File: config.mk
export PLATFORM = sky130hd
export DESIGN_NAME = wb_arbiter_flat
export DESIGN_NICKNAME = d
export VERILOG_FILES = /design/src/rtl/wb_arbiter_pkg.sv /design/src/rtl/wb_arbiter_if.sv /design/src/rtl/wb_arbiter_fifo.sv /design/src/rtl/wb_arbiter.sv /design/src/flat_wrapper.sv
export SDC_FILE = /design/constraint.sdc
export NUM_CORES = 1
export LEC_CHECK = 0
export CORE_UTILIZATION = 60
export DETAILED_ROUTE_END_ITERATION = 6
export DONT_BUFFER_PORTS = 1
export PLACE_DENSITY = 0.81
export SLEW_MARGIN = 5
export SYNTH_ARGS = -nofsm -noshare
export SYNTH_HDL_FRONTEND = slang
export SYNTH_HIERARCHICAL = 1
export SYNTH_SLANG_ARGS = --single-unit
File: constraint.sdc
create_clock -name clk -period 9.9 [get_ports clk]
set_clock_uncertainty 0.2 [all_clocks]
set_input_delay 2.475 -clock clk [delete_from_list [all_inputs] [get_ports clk]]
set_output_delay 2.475 -clock clk [all_outputs]
set_load 0.1 [all_outputs]
File: src/rtl/wb_arbiter_pkg.sv
// Shared types and widths for the writeback arbiter and its result FIFOs.
// The widths mirror the core-wide values used by the ROB and dispatch stage.
package wb_arbiter_pkg;

  localparam int ROB_ID_WIDTH   = 6;
  localparam int REG_DATA_WIDTH = 32;
  localparam int ADDR_WIDTH     = 32;

  // One writeback result as it travels through a source FIFO onto the CDB.
  typedef struct packed {
    logic [ROB_ID_WIDTH-1:0]   rob_id;
    logic [REG_DATA_WIDTH-1:0] reg_data;
    logic                      npc_valid;
    logic                      npc_mispred;
    logic [ADDR_WIDTH-1:0]     npc;
  } wb_pkt_t;

endpackage

File: src/rtl/wb_arbiter_if.sv
// Bundle of the execute-unit writeback handshakes, the flush line and the
// result bus (CDB). The arbiter takes the slave side; producers and
// consumers (or a bench) take the master side.
interface wb_arbiter_if;
  import wb_arbiter_pkg::*;

  logic                      flush;

  logic                      alu_wb_valid;
  logic                      alu_wb_ready;
  logic [ROB_ID_WIDTH-1:0]   alu_wb_rob_id;
  logic [REG_DATA_WIDTH-1:0] alu_wb_reg_data;
  logic                      alu_wb_npc_valid;
  logic                      alu_wb_npc_mispred;
  logic [ADDR_WIDTH-1:0]     alu_wb_npc;

  logic                      ld_wb_valid;
  logic                      ld_wb_ready;
  logic [ROB_ID_WIDTH-1:0]   ld_wb_rob_id;
  logic [REG_DATA_WIDTH-1:0] ld_wb_reg_data;

  logic                      cdb_valid;
  logic                      cdb_src;
  logic [ROB_ID_WIDTH-1:0]   cdb_rob_id;
  logic [REG_DATA_WIDTH-1:0] cdb_reg_data;
  logic                      cdb_npc_valid;
  logic                      cdb_npc_mispred;
  logic [ADDR_WIDTH-1:0]     cdb_npc;

  modport slave (
    input  flush,
    input  alu_wb_valid, alu_wb_rob_id, alu_wb_reg_data,
           alu_wb_npc_valid, alu_wb_npc_mispred, alu_wb_npc,
    output alu_wb_ready,
    input  ld_wb_valid, ld_wb_rob_id, ld_wb_reg_data,
    output ld_wb_ready,
    output cdb_valid, cdb_src, cdb_rob_id, cdb_reg_data,
           cdb_npc_valid, cdb_npc_mispred, cdb_npc
  );

  modport master (
    output flush,
    output alu_wb_valid, alu_wb_rob_id, alu_wb_reg_data,
           alu_wb_npc_valid, alu_wb_npc_mispred, alu_wb_npc,
    input  alu_wb_ready,
    output ld_wb_valid, ld_wb_rob_id, ld_wb_reg_data,
    input  ld_wb_ready,
    input  cdb_valid, cdb_src, cdb_rob_id, cdb_reg_data,
           cdb_npc_valid, cdb_npc_mispred, cdb_npc
  );

endinterface

File: src/rtl/wb_arbiter_fifo.sv
// wb_fifo: small circular buffer holding writeback results for one source.
// Pointers are log2(DEPTH) bits and wrap on their own; the occupancy count
// carries one extra bit so full and empty are distinguishable. Flush empties
// the buffer and blocks any push or pop in the same cycle.
module wb_fifo
  import wb_arbiter_pkg::*;
#(
  parameter int  DEPTH = 2,
  parameter type pkt_t = wb_pkt_t
) (
  input  logic clk,
  input  logic rst,
  input  logic flush,
  input  logic push,
  input  pkt_t push_pkt,
  input  logic pop,
  output pkt_t head_pkt,
  output logic empty,
  output logic full
);

  localparam int PW = $clog2(DEPTH);
  localparam int CW = PW + 1;

  logic [PW-1:0] rd_q, rd_d;
  logic [PW-1:0] wr_q, wr_d;
  logic [CW-1:0] cnt_q, cnt_d;
  logic          wr_en, rd_en;
  pkt_t          mem_q [DEPTH];

  assign empty    = (cnt_q == '0);
  assign full     = (cnt_q == CW'(DEPTH));
  assign wr_en    = push && !full && !flush;
  assign rd_en    = pop && !empty && !flush;
  assign head_pkt = mem_q[rd_q];

  // Next pointer/count state; flush snaps everything back to empty.
  always_comb begin
    rd_d  = rd_q;
    wr_d  = wr_q;
    cnt_d = cnt_q;
    if (flush) begin
      rd_d  = '0;
      wr_d  = '0;
      cnt_d = '0;
    end else begin
      if (wr_en) wr_d = wr_q + PW'(1);
      if (rd_en) rd_d = rd_q + PW'(1);
      cnt_d = cnt_q + CW'(wr_en) - CW'(rd_en);
    end
  end

  // Control state register.
  always_ff @(posedge clk) begin
    if (rst) begin
      rd_q  <= '0;
      wr_q  <= '0;
      cnt_q <= '0;
    end else begin
      rd_q  <= rd_d;
      wr_q  <= wr_d;
      cnt_q <= cnt_d;
    end
  end

  // Payload storage; contents are only meaningful behind a non-empty count.
  always_ff @(posedge clk) begin
    if (wr_en) mem_q[wr_q] <= push_pkt;
  end

endmodule

File: src/rtl/wb_arbiter.sv
// Writeback arbiter: buffers ALU and load results in per-source FIFOs and
// grants one result per cycle onto the CDB. Loads win contention unless the
// ALU has waited through STARVE_LIMIT consecutive load grants. The CDB
// outputs depend only on FIFO heads, starve_q and flush, never on the
// incoming writeback ports.
module wb_arbiter
  import wb_arbiter_pkg::*;
#(
  parameter int BUF_DEPTH    = 2,
  parameter int STARVE_LIMIT = 3
) (
  input  logic          clk,
  input  logic          rst,
  wb_arbiter_if.slave   bus
);

  localparam int             SW         = $clog2(STARVE_LIMIT + 1);
  localparam logic [SW-1:0]  STARVE_MAX = SW'(STARVE_LIMIT);

  function automatic logic [SW-1:0] sat_inc(input logic [SW-1:0] v);
    return (v == STARVE_MAX) ? v : v + SW'(1);
  endfunction

  wb_pkt_t       alu_in, ld_in, alu_head, ld_head;
  logic          alu_empty, alu_full, ld_empty, ld_full;
  logic          alu_push, ld_push;
  logic          grant_alu, grant_ld;
  logic [SW-1:0] starve_q, starve_d;

  // Ready reflects the count at the start of the cycle, so a full FIFO
  // stays not-ready even in the cycle it is being popped.
  assign bus.alu_wb_ready = !alu_full;
  assign bus.ld_wb_ready  = !ld_full;
  assign alu_push = bus.alu_wb_valid && !alu_full && !bus.flush;
  assign ld_push  = bus.ld_wb_valid  && !ld_full  && !bus.flush;

  assign alu_in = '{rob_id:      bus.alu_wb_rob_id,
                    reg_data:    bus.alu_wb_reg_data,
                    npc_valid:   bus.alu_wb_npc_valid,
                    npc_mispred: bus.alu_wb_npc_mispred,
                    npc:         bus.alu_wb_npc};

  // Loads never carry a next-PC.
  assign ld_in = '{rob_id:      bus.ld_wb_rob_id,
                   reg_data:    bus.ld_wb_reg_data,
                   npc_valid:   1'b0,
                   npc_mispred: 1'b0,
                   npc:         '0};

  wb_fifo #(.DEPTH(BUF_DEPTH), .pkt_t(wb_pkt_t)) u_alu_fifo (
    .clk      (clk),
    .rst      (rst),
    .flush    (bus.flush),
    .push     (alu_push),
    .push_pkt (alu_in),
    .pop      (grant_alu),
    .head_pkt (alu_head),
    .empty    (alu_empty),
    .full     (alu_full)
  );

  wb_fifo #(.DEPTH(BUF_DEPTH), .pkt_t(wb_pkt_t)) u_ld_fifo (
    .clk      (clk),
    .rst      (rst),
    .flush    (bus.flush),
    .push     (ld_push),
    .push_pkt (ld_in),
    .pop      (grant_ld),
    .head_pkt (ld_head),
    .empty    (ld_empty),
    .full     (ld_full)
  );

  // Grant: load first, ALU when alone or when it has been starved too long.
  always_comb begin
    grant_alu = 1'b0;
    grant_ld  = 1'b0;
    if (!bus.flush) begin
      if (!ld_empty && (alu_empty || starve_q != STARVE_MAX)) begin
        grant_ld = 1'b1;
      end else if (!alu_empty) begin
        grant_alu = 1'b1;
      end
    end
  end

  // Starvation counter next state: counts load wins over a waiting ALU.
  always_comb begin
    starve_d = starve_q;
    if (bus.flush || alu_empty || grant_alu) begin
      starve_d = '0;
    end else if (grant_ld) begin
      starve_d = sat_inc(starve_q);
    end
  end

  // Starvation counter register.
  always_ff @(posedge clk) begin
    if (rst) starve_q <= '0;
    else     starve_q <= starve_d;
  end

  // CDB drive from the winning head; all fields zero when idle.
  always_comb begin
    bus.cdb_valid       = 1'b0;
    bus.cdb_src         = 1'b0;
    bus.cdb_rob_id      = '0;
    bus.cdb_reg_data    = '0;
    bus.cdb_npc_valid   = 1'b0;
    bus.cdb_npc_mispred = 1'b0;
    bus.cdb_npc         = '0;
    if (grant_alu) begin
      bus.cdb_valid       = 1'b1;
      bus.cdb_rob_id      = alu_head.rob_id;
      bus.cdb_reg_data    = alu_head.reg_data;
      bus.cdb_npc_valid   = alu_head.npc_valid;
      bus.cdb_npc_mispred = alu_head.npc_mispred;
      bus.cdb_npc         = alu_head.npc;
    end else if (grant_ld) begin
      bus.cdb_valid    = 1'b1;
      bus.cdb_src      = 1'b1;
      bus.cdb_rob_id   = ld_head.rob_id;
      bus.cdb_reg_data = ld_head.reg_data;
    end
  end

endmodule

File: src/flat_wrapper.sv
// flat-port wrapper written by rule: the top's interface ports become plain ports
module wb_arbiter_flat import wb_arbiter_pkg::*;
#(
  parameter int BUF_DEPTH    = 2,
  parameter int STARVE_LIMIT = 3
)
  (clk, rst, bus_flush, bus_alu_wb_valid, bus_alu_wb_rob_id, bus_alu_wb_reg_data, bus_alu_wb_npc_valid, bus_alu_wb_npc_mispred, bus_alu_wb_npc, bus_alu_wb_ready, bus_ld_wb_valid, bus_ld_wb_rob_id, bus_ld_wb_reg_data, bus_ld_wb_ready, bus_cdb_valid, bus_cdb_src, bus_cdb_rob_id, bus_cdb_reg_data, bus_cdb_npc_valid, bus_cdb_npc_mispred, bus_cdb_npc);
  wb_arbiter_if bus_i ();
  input  logic clk;
  input  logic rst;
  input wire logic [$bits(bus_i.flush)-1:0] bus_flush;
  input wire logic [$bits(bus_i.alu_wb_valid)-1:0] bus_alu_wb_valid;
  input wire logic [$bits(bus_i.alu_wb_rob_id)-1:0] bus_alu_wb_rob_id;
  input wire logic [$bits(bus_i.alu_wb_reg_data)-1:0] bus_alu_wb_reg_data;
  input wire logic [$bits(bus_i.alu_wb_npc_valid)-1:0] bus_alu_wb_npc_valid;
  input wire logic [$bits(bus_i.alu_wb_npc_mispred)-1:0] bus_alu_wb_npc_mispred;
  input wire logic [$bits(bus_i.alu_wb_npc)-1:0] bus_alu_wb_npc;
  output wire logic [$bits(bus_i.alu_wb_ready)-1:0] bus_alu_wb_ready;
  input wire logic [$bits(bus_i.ld_wb_valid)-1:0] bus_ld_wb_valid;
  input wire logic [$bits(bus_i.ld_wb_rob_id)-1:0] bus_ld_wb_rob_id;
  input wire logic [$bits(bus_i.ld_wb_reg_data)-1:0] bus_ld_wb_reg_data;
  output wire logic [$bits(bus_i.ld_wb_ready)-1:0] bus_ld_wb_ready;
  output wire logic [$bits(bus_i.cdb_valid)-1:0] bus_cdb_valid;
  output wire logic [$bits(bus_i.cdb_src)-1:0] bus_cdb_src;
  output wire logic [$bits(bus_i.cdb_rob_id)-1:0] bus_cdb_rob_id;
  output wire logic [$bits(bus_i.cdb_reg_data)-1:0] bus_cdb_reg_data;
  output wire logic [$bits(bus_i.cdb_npc_valid)-1:0] bus_cdb_npc_valid;
  output wire logic [$bits(bus_i.cdb_npc_mispred)-1:0] bus_cdb_npc_mispred;
  output wire logic [$bits(bus_i.cdb_npc)-1:0] bus_cdb_npc;
  assign bus_i.flush = bus_flush;
  assign bus_i.alu_wb_valid = bus_alu_wb_valid;
  assign bus_i.alu_wb_rob_id = bus_alu_wb_rob_id;
  assign bus_i.alu_wb_reg_data = bus_alu_wb_reg_data;
  assign bus_i.alu_wb_npc_valid = bus_alu_wb_npc_valid;
  assign bus_i.alu_wb_npc_mispred = bus_alu_wb_npc_mispred;
  assign bus_i.alu_wb_npc = bus_alu_wb_npc;
  assign bus_alu_wb_ready = bus_i.alu_wb_ready;
  assign bus_i.ld_wb_valid = bus_ld_wb_valid;
  assign bus_i.ld_wb_rob_id = bus_ld_wb_rob_id;
  assign bus_i.ld_wb_reg_data = bus_ld_wb_reg_data;
  assign bus_ld_wb_ready = bus_i.ld_wb_ready;
  assign bus_cdb_valid = bus_i.cdb_valid;
  assign bus_cdb_src = bus_i.cdb_src;
  assign bus_cdb_rob_id = bus_i.cdb_rob_id;
  assign bus_cdb_reg_data = bus_i.cdb_reg_data;
  assign bus_cdb_npc_valid = bus_i.cdb_npc_valid;
  assign bus_cdb_npc_mispred = bus_i.cdb_npc_mispred;
  assign bus_cdb_npc = bus_i.cdb_npc;
  wb_arbiter #(.BUF_DEPTH(BUF_DEPTH), .STARVE_LIMIT(STARVE_LIMIT)) u_core (.clk(clk), .rst(rst), .bus(bus_i));
endmodule
# [After elaboration in Yosys (flattened, before gate mapping)]
# Memory sizes are Yosys's and may differ from the RTL's. A register that Yosys moved wholly into a read port is not among the register bits.
# Cells that the tools add are included.
[totals] out_inout_bits=76 mem_count=2 inputBits=115 register_bits=10 ram_bits=220 elab_cells=72
[classes] bitwise=1 n_mux=23 add_sub_neg=9 reduce_logical=26 eq_ne=4
[mem_list] name="u_core.u_alu_fifo.mem_q" depth=2 word_bits=72 read_ports=1 rd_ports_with_merged_regs=1 wr=1 line="wb_arbiter_fifo.sv:29" rtl="pkt_t mem_q [DEPTH];"
[mem_list] name="u_core.u_ld_fifo.mem_q" depth=2 word_bits=38 read_ports=1 rd_ports_with_merged_regs=1 wr=1 line="wb_arbiter_fifo.sv:29"
[op_table] op="$mux 32" n=3
[op_table] op="$mux 1" n=18
[op_table] op="$logic_and 1x1->1" n=13
[op_table] op="$mux 6" n=2
[op_table] op="$eq 2x2->1 const B" n=3
[op_table] op="$logic_not 1->1" n=5
[op_table] op="$add 1x1->1 const B" n=4
[op_table] op="$add 2x1->2" n=2
[op_table] op="$logic_not 2->1" n=2
[op_table] op="$reduce_or 2->1" n=2
[op_table] op="$sub 2x1->2" n=2
[op_table] op="$logic_or 1x1->1" n=3
[op_table] op="$add 2x1->2 const B" n=1
[op_table] op="$ne 2x2->1 const B" n=1
[op_table] op="$reduce_and 2->1" n=1
[op_table] op="$not 1->1" n=1

# [Depth between registers and ports, before layout]
# Gate-level depths: netlist (run 1).
[logic_depth] ltp_word=9 mapped_depth=13 mapped_depth_nobuf=12

# [By module]
# Netlist (run 1), hierarchy kept.
[by_module_without_submodules] module="wb_fifo (u_core.u_ld_fifo)" area_per_inst_um2=5809.3 seq_area_each_um2=4424.2 cells_each=251 instances=1
[by_module_without_submodules] module="wb_fifo (u_core.u_alu_fifo)" area_per_inst_um2=5804.3 seq_area_each_um2=4424.2 cells_each=251 instances=1
[by_module_without_submodules] module="wb_arbiter" area_per_inst_um2=940.9 seq_area_each_um2=40.0 cells_each=149 instances=1

# [Worst setup path before layout (run 1)]
# OpenSTA, ideal clock, no wires.
[synth_path] path_kind="input to register" start="input bus_flush" end="memory u_core/u_alu_fifo/mem_q[1][0] (netlist name), enable pin" t_required_ns=9.093 arrival_time_ns=8.267 path_buffers=1 setup_ns=0.607 setup_slack_ns=0.826 stages=4 cell_sequence="buf_6 nor3b_1 nand2b_4 nor3b_1"
[synth_via] elab_chain_cells=6
[synth_lines] item="start, declared" line="flat_wrapper.sv:11" rtl="input wire logic [$bits(bus_i.flush)-1:0] bus_flush;"
[synth_lines] item="$logic_not 1->1" line="wb_arbiter.sv:34" rtl="assign alu_push = bus.alu_wb_valid && !alu_full && !bus.flush;"
[synth_lines] item="$logic_and 1x1->1" line="wb_arbiter.sv:34"
[synth_lines] item="net u_core.alu_push" line="wb_arbiter.sv:26" rtl="logic alu_push, ld_push;"
[synth_lines] item="$logic_and 1x1->1 (2 in a row)" line="wb_arbiter_fifo.sv:33" rtl="assign wr_en = push && !full && !flush;"
[synth_lines] item="$mux 1" line="wb_arbiter_fifo.sv:68" rtl="if (wr_en) mem_q[wr_q] <= push_pkt;"
[synth_lines] item="$mux 1 (implied by the code)" line="wb_arbiter_fifo.sv:68"
[synth_lines] item="end, declared" line="wb_arbiter_fifo.sv:29"
# The timed path passes the listed nets, and every way through them passes these cells.

# [Worst setup path after layout (run 1)]
[layout_path] start="input bus_flush" end="output bus_cdb_npc[12]"
[layout_via] elab_chain_cells=2
[layout_lines] item="$mux 1" line="wb_arbiter.sv:78" rtl="if (!bus.flush) begin"
[layout_lines] item="$mux 32" line="wb_arbiter.sv:112" rtl="if (grant_alu) begin"
[layout_lines] item="end, declared" line="flat_wrapper.sv:29" rtl="output wire logic [$bits(bus_i.cdb_npc)-1:0] bus_cdb_npc;"
# No other way between the ends.

==> out/qor.csv, run 1 <==
stage,metric,value,unit
grt,gr ovfl total,0,
floorplanning,FP Rows,46,
placed_design,Final Wtd Congestion,0.722,
timing,RSZ-0062 raised after global routing,no,
cts,hold_buf cts,0,
critical_path,worst-path cell chain,and2b_1 > and2_1,
placed_design,post-DP HPWL,11.2,mm
finish,area of the multi-input gates,2850,sq um
status,status,"finished, final reports clean",
grt,Tot GR Track Use,21.4,%
critical_path,critical path startpoint category,input pin,
pwr,maximum vdd ir drop,0.236,mV
timing,Max Slew Vio Count,0,
pwr,Power Density,191,nW/um^2
finish,fraction of layout instances using a drive strength above 1,37.4,%
flow_run,Max-Cap Viols,0,
cts,CTS tree,built,
critical_path,max incr delay on CP,0.89,ns
drt,DRT iter0 DRCs,218,
cts,post-cts sizing count,0,
drt,DR pass1 iterations,5,
cts,clock latency on the worst-skew pair,0.50,ns
finish,Antenna diodes,0,
cts,"Reg clk slew, reported paths",0.06,ns
timing,Final period util,69.1,%
floorplanning,DIE AREA,17100,sq um
critical_path,CP max stage cell,and2_1,
finish,FF+latch area,6850,sq um
floorplanning,Die H,131,um
floorplanning,Core Region,16100,sq um
critical_path,CP endpoint kind,output pin,
drt,DRC Markers,0,
drt,Post-DRT Antenna Nets,0,
grt,largest net degree at the start of global routing,62,
drt,routed via count,4630,
timing,post-layout minimum cycle time,6.84,ns
critical_path,worst-path maximum fanout,61,
timing,endpoints failing setup,0,
finish,Layout fillers,1036,
logic_synthesis,Post-Synthesis Cells,546,
grt,number of global-route vias before repair,4827,
finish,area grow syn2layout,8.95,%
floorplanning,die width,131,um
critical_path,"CP delay by family, top",simple AND/OR/NAND/NOR gates,
floorplanning,IO Pins,191,
cts,clk sink count,232,
timing,setup TNS,0,ns
cts,Longest Clk Path Bufs,3,
critical_path,R2R setup slack,6.15,ns
timing,slew margin rel.,18.1,%
logic_synthesis,post-synthesis average cell area,18.2,sq um
cts,postcts setup bufs,0,
pwr,Total Power,2080,uW
pwr,Leak,0.00365,uW
cts,Inserted Clock Buffers,23,
cts,H-tree Lvls,1,
critical_path,Crit Path Class,input pin to output pin,
critical_path,WP buf/inv,0,
drt,"wirelength, routed",18.6,mm
grt,initial antenna violation count,0,
timing,worst slew pin tran,1.23,ns
logic_synthesis,Yosys Warn Count,6,
critical_path,CP required,7.23,ns
logic_synthesis,Netlist Area Pre-Place,9960,sq um
grt,first-pass GRT wire length,26.8,mm
logic_synthesis,"Net Count, Synth",666,
finish,Final nets,666,
floorplanning,Initial Utilization,62.0,%
drt,Wirelength per Cell,23.9,um
critical_path,Worst EP arrival,4.17,ns
hold_path,Hold WC Path Type,flop to flop,
placed_design,Buffers on Ports,0,
drt,Via density,5.96,
timing,Max Fclk,146,MHz
cts,CTS root buffer,clkbuf_16,
finish,most frequent cells in the layout,"edfxtp_1 (220), mux2_4 (106), nor2_2 (39), and2_1 (38), a32oi_1 (38)",
finish,"commonest non-fill, non-tap cell in the layout",edfxtp_1,
timing,final count of hold timing violations,0,
==> layout make-up <==
cell class	count	area share (%)
clock buffer	26	5.50
inverter	5	0.173
tap	216	2.49
sequential	232	63.2
multi-input combinational	275	26.3
clock inverter	14	1.76
timing repair buffer	9	0.623
==> per-stage QoR <==
step	instance area, sq um	util (%)	cells	setup slack [ns]	hold WS, ns
floorplan	9960	-	546	0.826	0.204
global placement	10100	62.7	737	3.10	0.211
detailed placement	10100	62.7	737	3.04	0.244
CTS	10800	67.6	777	3.04	0.253
global route	10800	67.6	777	2.93	0.263
finish	10800	67.6	777	3.06	0.242
==> final timing paths <==
| check | start | endpoint | cells past startpoint |
|---|---|---|---|
| worst max-delay path | bus_flush | bus_cdb_npc[12] | 2 |
| worst min-delay path | u_core/starve_q[0] | u_core/starve_q[0] | 1 |
| worst max register to register | u_core/u_ld_fifo/cnt_q[0] | u_core/u_alu_fifo/cnt_q[1] | 12 |
| worst min register to register | u_core/starve_q[0] | u_core/starve_q[0] | 1 |
==> where the power goes <==
part	total [uW]	switching (uW)	leakage, uW	internal (uW)
clock	908	348	0.000392	561
sequential	1100	4.36	0.00210	1090
combinational	71.1	50.1	0.00116	21.0
==> flip-flops by register name, indices dropped and copies added, names as in the netlist, named ones only <==
name                     count
u_core/starve_q              2
u_core/u_alu_fifo/cnt_q      2
u_core/u_alu_fifo/mem_q    144
u_core/u_alu_fifo/rd_q       1
u_core/u_alu_fifo/wr_q       1
u_core/u_ld_fifo/cnt_q       2
u_core/u_ld_fifo/mem_q      76
u_core/u_ld_fifo/rd_q        1
u_core/u_ld_fifo/wr_q        1
==> layer usage <==
layer  track usage, %  vias to the layer above  wire length, um
met1             25.2                     2324             7050
met5                0                        -                0
met3             7.82                       36             1700
met2             36.3                      173             9280
met4             7.44                        0              554
li1                 -                     2097                -
Note: power is estimated with default switching activity, not from simulation.
==> run 2, diff against run 1 <==
--- a/config.mk
+++ b/config.mk
@@ -5,7 +5,7 @@
 export SDC_FILE = /design/constraint.sdc
 export NUM_CORES = 1
 export LEC_CHECK = 0
-export CORE_UTILIZATION = 60
+export CORE_UTILIZATION = 58
 export DETAILED_ROUTE_END_ITERATION = 6
 export DONT_BUFFER_PORTS = 1
 export PLACE_DENSITY = 0.81
==> constraint.sdc (replaced) <==
create_clock -name clk -period 6 [get_ports clk]
set_clock_uncertainty 0.2 [all_clocks]
set_input_delay 1.5 -clock clk [delete_from_list [all_inputs] [get_ports clk]]
set_output_delay 1.5 -clock clk [all_outputs]
set_load 0.1 [all_outputs]
==> out/qor.csv, run 2 (synthesized netlist as in run 1, its figures left out) <==
stage,metric,value,unit,change
finish,FF+latch area,6850,sq um,unchanged
drt,"wirelength, routed",18.1,mm,-2.7%
critical_path,CP required,4.30,ns,-2.93 ns
floorplanning,IO Pins,191,,unchanged
cts,CTS tree,built,,
finish,Util after Layout,66.4,%,-1.1 points
status,status,"finished, final reports clean",,
floorplanning,Die H,133,um,+1.7%
cts,H-tree Lvls,1,,unchanged
hold_path,Hold WC Path Type,flop to flop,,
pwr,Total Power,3340,uW,+61%
timing,post-layout minimum cycle time,4.91,ns,
floorplanning,DIE AREA,17700,sq um,+3.4%
finish,"commonest non-fill, non-tap cell in the layout",edfxtp_1,,
timing,worst slew pin tran,1.24,ns,+0.00845 ns
cts,clk sink count,232,,unchanged
drt,routed via count,4777,,+3.2%
drt,DR pass1 iterations,6,,+1
critical_path,CP endpoint kind,output pin,,
grt,met3 usage,6.09,%,-1.7 points
pwr,maximum vdd ir drop,0.270,mV,+14%
floorplanning,FP Rows,47,,+2.2%
finish,Layout fillers,1124,,+8.5%
floorplanning,die width,133,um,+1.7%
timing,Max Slew Vio Count,0,,unchanged
grt,gr ovfl total,0,,unchanged
finish,area grow syn2layout,11.4,%,
drt,Via density,5.84,,-2.0%
grt,GRT met1 Usage,22.8,%,-2.5 points
finish,area of the multi-input gates,2870,sq um,+0.44%
timing,WHS,0.236,ns,-0.00580 ns
placed_design,Final Wtd Congestion,0.766,,+6.1%
placed_design,placed insts,774,,+5.0%
cts,hold_buf cts,0,,unchanged
grt,most used routing layer,met2,,
cts,Inserted Clock Buffers,24,,+4.3%
timing,Max Fclk,204,MHz,
critical_path,Worst Setup SP,u_core/u_ld_fifo/cnt_q[1],,
hold_path,Hold Startpoint,u_core/starve_q[0],,
drt,Post-DRT Antenna Nets,0,,unchanged
cts,"Reg clk slew, reported paths",0.06,ns,about the same
finish,max reg flops,144,,unchanged
finish,Non-Filler Instances,818,,+5.3%
flow_run,Max-Cap Viols,0,,unchanged
critical_path,critical path startpoint category,flop,,
cts,Longest Clk Path Bufs,3,,unchanged
drt,DRT iter0 DRCs,268,,+23%
timing,endpoints failing setup,0,,unchanged
timing,RSZ-0062 raised after global routing,no,,
floorplanning,Initial Utilization,59.6,%,-2.4 points
cts,clock latency on the worst-skew pair,0.51,ns,about the same
grt,Tot GR Track Use,20.3,%,-1.1 points
pwr,Power Density,301,nW/um^2,+57%
placed_design,Buffers on Ports,0,,unchanged
timing,final count of hold timing violations,0,,unchanged
drt,DRC Markers,0,,unchanged
finish,most frequent cells in the layout,"edfxtp_1 (220), mux2_4 (106), buf_4 (42), nor2_2 (39)",,
critical_path,worst-path maximum fanout,35,,-43%
pwr,Leak,0.00381,uW,+4.4%
cts,postcts setup bufs,0,,unchanged
cts,post-cts sizing count,0,,unchanged
finish,largest registers,"u_core/u_alu_fifo/mem_q: 144 flops, u_core/u_ld_fifo/mem_q: 76 flops",,
critical_path,Crit Path Class,flop to output pin,,
finish,Final nets,700,,+5.1%
critical_path,Worst EP arrival,3.21,ns,-0.96 ns
grt,met2 usage,36.4,%,+0.095 points
placed_design,post-DP HPWL,11.3,mm,+1.5%
critical_path,Crit Reg-Reg Startpoint,u_core/u_ld_fifo/cnt_q[1],,
floorplanning,Core Region,16700,sq um,+4.0%
timing,Final period util,81.8,%,
grt,initial antenna violation count,1,,+1
grt,largest net degree at the start of global routing,73,,+18%
timing,setup TNS,0,ns,unchanged
finish,Biggest register,u_core/u_alu_fifo/mem_q,,
cts,CTS root buffer,clkbuf_16,,
grt,number of global-route vias before repair,5176,,+7.2%
grt,first-pass GRT wire length,27.4,mm,+2.0%
drt,Wirelength per Cell,22.1,um,-7.6%
finish,fraction of layout instances using a drive strength above 1,41.0,%,+3.6 points
timing,slew margin rel.,17.5,%,-0.56 points
[run 2: where the power goes]
part / total (uW) / switching (uW) / leakage, uW / internal, uW
sequential: 1810 / 7.80 / 0.00210 / 1800
clock: 1410 / 586 / 0.000366 / 824
combinational: 119 / 82.3 / 0.00135 / 36.7
[run 2: per-layer routing]
layer	routed length, um	share of wire [%]
met3	1420	7.8
met1	6750	37
met4	386	2.1
met2	9530	53
met5	0	0
[run 2: through the flow]
stage	cell area, sq um	setup WS [ns]
2_1_floorplan	9970	0.453
3_3_place_gp	10300	1.52
3_5_place_dp	10300	1.45
4_1_cts	11100	1.07
5_1_grt	11100	0.854
6_report	11100	1.09
[run 2: worst max-delay path: stages, from the launching register on]
cell	delay (ns)
dfxtp_1	0.35
nor2_1	0.30
o21ba_2	0.65
and2b_1	0.83
and2_1	0.25
buf_4	0.30
[run 2: final cells by class]
class | count | share of cell area [%]
repair buffers | 42 | 2.84
clock buffers | 26 | 5.48
well taps | 220 | 2.48
inverters | 5 | 0.169
multi-input cells | 275 | 25.8
flip-flops and latches | 232 | 61.8
clock inverters | 17 | 1.42
diodes | 1 | 0.0226
[run 2: final timing paths]
| kind | depth (start not counted) | to | slack (ns) |
|---|---|---|---|
| max | 5 | bus_cdb_npc_mispred | 1.09 |
| min | 1 | u_core/starve_q[0] | 0.24 |
| max reg2reg | 11 | u_core/u_alu_fifo/cnt_q[1] | 2.28 |
| min reg2reg | 1 | u_core/starve_q[0] | 0.24 |
==> run 3, diff against run 2 <==
--- a/config.mk
+++ b/config.mk
@@ -5,7 +5,7 @@
 export SDC_FILE = /design/constraint.sdc
 export NUM_CORES = 1
 export LEC_CHECK = 0
-export CORE_UTILIZATION = 58
+export CORE_UTILIZATION = 60
 export DETAILED_ROUTE_END_ITERATION = 6
 export DONT_BUFFER_PORTS = 1
 export PLACE_DENSITY = 0.81
==> constraint.sdc (replaced) <==
create_clock -name clk -period 4.9 [get_ports clk]
set_clock_uncertainty 0.2 [all_clocks]
set_input_delay 1.225 -clock clk [delete_from_list [all_inputs] [get_ports clk]]
set_output_delay 1.225 -clock clk [all_outputs]
set_load 0.1 [all_outputs]
==> out/qor.csv, run 3 (synthesized netlist as in run 1, its figures left out) <==
stage,metric,value,unit,change
critical_path,CP required,3.47,ns,-0.83 ns
critical_path,CP endpoint kind,output pin,,
drt,routed via count,4907,,+2.7%
critical_path,reg2reg path depth,12,,+1
drt,Via density,5.75,,-1.6%
timing,endpoints failing setup,0,,unchanged
grt,gr ovfl total,0,,unchanged
drt,DRT iter0 DRCs,268,,unchanged
cts,post-cts sizing count,0,,unchanged
critical_path,worst-path maximum fanout,39,,+11%
floorplanning,Initial Utilization,62.0,%,+2.4 points
drt,Wirelength per Cell,22.3,um,+0.69%
pwr,maximum vdd ir drop,0.494,mV,+83%
cts,Inserted Clock Buffers,23,,-4.2%
critical_path,CP max stage cell,nand2b_2,,
finish,Biggest register,u_core/u_alu_fifo/mem_q,,
cts,Longest Clk Path Bufs,3,,unchanged
grt,initial antenna violation count,0,,-1
cts,CTS root buffer,clkbuf_16,,
timing,post-layout minimum cycle time,4.10,ns,
floorplanning,IO Pins,191,,unchanged
timing,setup TNS,0,ns,unchanged
critical_path,worst-path cell chain,nor2_1 > nand2b_2 > a32oi_1 > nor2_2 > buf_4,,
floorplanning,Core Region,16100,sq um,-3.9%
cts,"Reg clk slew, reported paths",0.06,ns,about the same
critical_path,Worst EP arrival,2.68,ns,-0.53 ns
drt,"wirelength, routed",19.0,mm,+5.1%
floorplanning,DIE AREA,17100,sq um,-3.3%
grt,number of global-route vias before repair,5013,,-3.1%
critical_path,reg-to-reg endpoint,u_core/u_ld_fifo/cnt_q[1],,
grt,largest net degree at the start of global routing,62,,-15%
flow_run,Max-Cap Viols,0,,unchanged
placed_design,post-DP HPWL,11.8,mm,+3.9%
finish,area grow syn2layout,14.5,%,
floorplanning,Die H,131,um,-1.7%
timing,Final period util,83.7,%,
cts,CTS tree,built,,
finish,largest registers,"u_core/u_alu_fifo/mem_q: 144 flops, u_core/u_ld_fifo/mem_q: 76 flops",,
drt,DR pass1 iterations,6,,unchanged
finish,max reg flops,144,,unchanged
timing,setup ws final,0.797,ns,-0.294 ns
timing,final count of hold timing violations,0,,unchanged
placed_design,placed insts,813,,+5.0%
cts,postcts setup bufs,0,,unchanged
finish,most frequent cells in the layout,"edfxtp_1 (220), mux2_4 (106), buf_4 (84), nor2_2 (39)",,
pwr,Power Density,359,nW/um^2,+19%
finish,Final nets,742,,+6.0%
pwr,Leak,0.00405,uW,+6.1%
critical_path,Crit Reg-Reg Startpoint,u_core/u_alu_fifo/cnt_q[0],,
timing,slew margin rel.,32.4,%,+15 points
finish,fraction of layout instances using a drive strength above 1,44.0,%,+3.0 points
timing,RSZ-0062 raised after global routing,no,,
floorplanning,die width,131,um,-1.7%
critical_path,Worst Setup SP,u_core/u_alu_fifo/cnt_q[0],,
timing,worst slew pin tran,1.01,ns,-0.226 ns
drt,DRC Markers,0,,unchanged
cts,hold_buf cts,0,,unchanged
placed_design,Final Wtd Congestion,0.741,,-3.3%
timing,Max Fclk,244,MHz,
critical_path,critical path startpoint category,flop,,
floorplanning,FP Rows,46,,-2.1%
finish,"commonest non-fill, non-tap cell in the layout",edfxtp_1,,
hold_path,Hold WC Path Type,flop to flop,,
placed_design,dpl ws,0.918,ns,-0.531 ns
timing,WHS,0.232,ns,-0.00422 ns
cts,H-tree Lvls,1,,unchanged
critical_path,Crit Path Class,flop to output pin,,
cts,clk sink count,232,,unchanged
finish,Antenna diodes,0,,-1
pwr,Total Power,4090,uW,+23%
timing,Max Slew Vio Count,0,,unchanged
grt,Tot GR Track Use,21.9,%,+1.6 points
finish,Non-Filler Instances,854,,+4.4%
critical_path,R2R setup slack,1.70,ns,-0.58 ns
critical_path,CP endpoint,bus_cdb_reg_data[25],,
grt,first-pass GRT wire length,27.6,mm,+0.63%
critical_path,max incr delay on CP,0.79,ns,-0.04 ns
cts,clock latency on the worst-skew pair,0.50,ns,about the same
drt,Post-DRT Antenna Nets,0,,unchanged
placed_design,Buffers on Ports,0,,unchanged
status,status,"finished, final reports clean",,
run 3: changes by cell type in the layout (fill, tap and decap cells not counted), moves of 2 or more:
cell        change
buf_4          +42
clkbuf_1        +2
clkinv_1        +3
clkinv_2        -2
clkinvlp_4      -4
run 3: worst min path at each step:
stage	start	to	slack, ns	depth (start not counted)
floorplan	u_core/starve_q[0]	u_core/starve_q[0]	0.20	1
global placement	u_core/starve_q[0]	u_core/starve_q[0]	0.21	1
detailed placement	u_core/starve_q[0]	u_core/starve_q[0]	0.23	1
CTS	u_core/starve_q[0]	u_core/starve_q[0]	0.23	1
global route	u_core/starve_q[0]	u_core/starve_q[0]	0.26	1
finish	u_core/starve_q[0]	u_core/starve_q[0]	0.23	1
run 3: layout make-up:
class                   instances  area, sq um
inverters                       5         18.8
multi-input cells             275         2880
repair buffers                 85          651
clock buffers                  27          591
well taps                     216          270
flip-flops and latches        232         6850
fillers                       993         4660
clock inverters                14          140
run 3: layer usage:
layer  vias up  routed length [um]  GRT usage [%]
li1       2247                   -              -
met1      2458                7080           25.0
met2       170               10100           39.7
met3        32                1430           6.35
met4         0                 429           6.83
met5         -                   0              0
run 3: critical path: cells and delay by family (launching register included):
kind,cells,cell delay [ns]
buffers and inverters,1,0.31
AO/OA/AOI/OAI,1,0.28
flip-flops,1,0.34
AND/OR/NAND/NOR,3,1.19
run 3: through the flow:
stage                     area [sq um]  utilization, %
after floorplan                   9990               -
after global placement           10700            66.4
after detailed placement         10700            66.4
after CTS                        11400            71.0
after global routing             11400            71.0
final                            11400            71.0
run 3: power breakdown:
| group | leakage (uW) | switching (uW) | total [uW] | internal [uW] |
|---|---|---|---|---|
| sequential | 0.00210 | 9.71 | 2220 | 2210 |
| combinational | 0.00159 | 103 | 155 | 52.3 |
| clock | 0.000358 | 704 | 1720 | 1020 |
| total | 0.00405 | 817 | 4090 | 3280 |
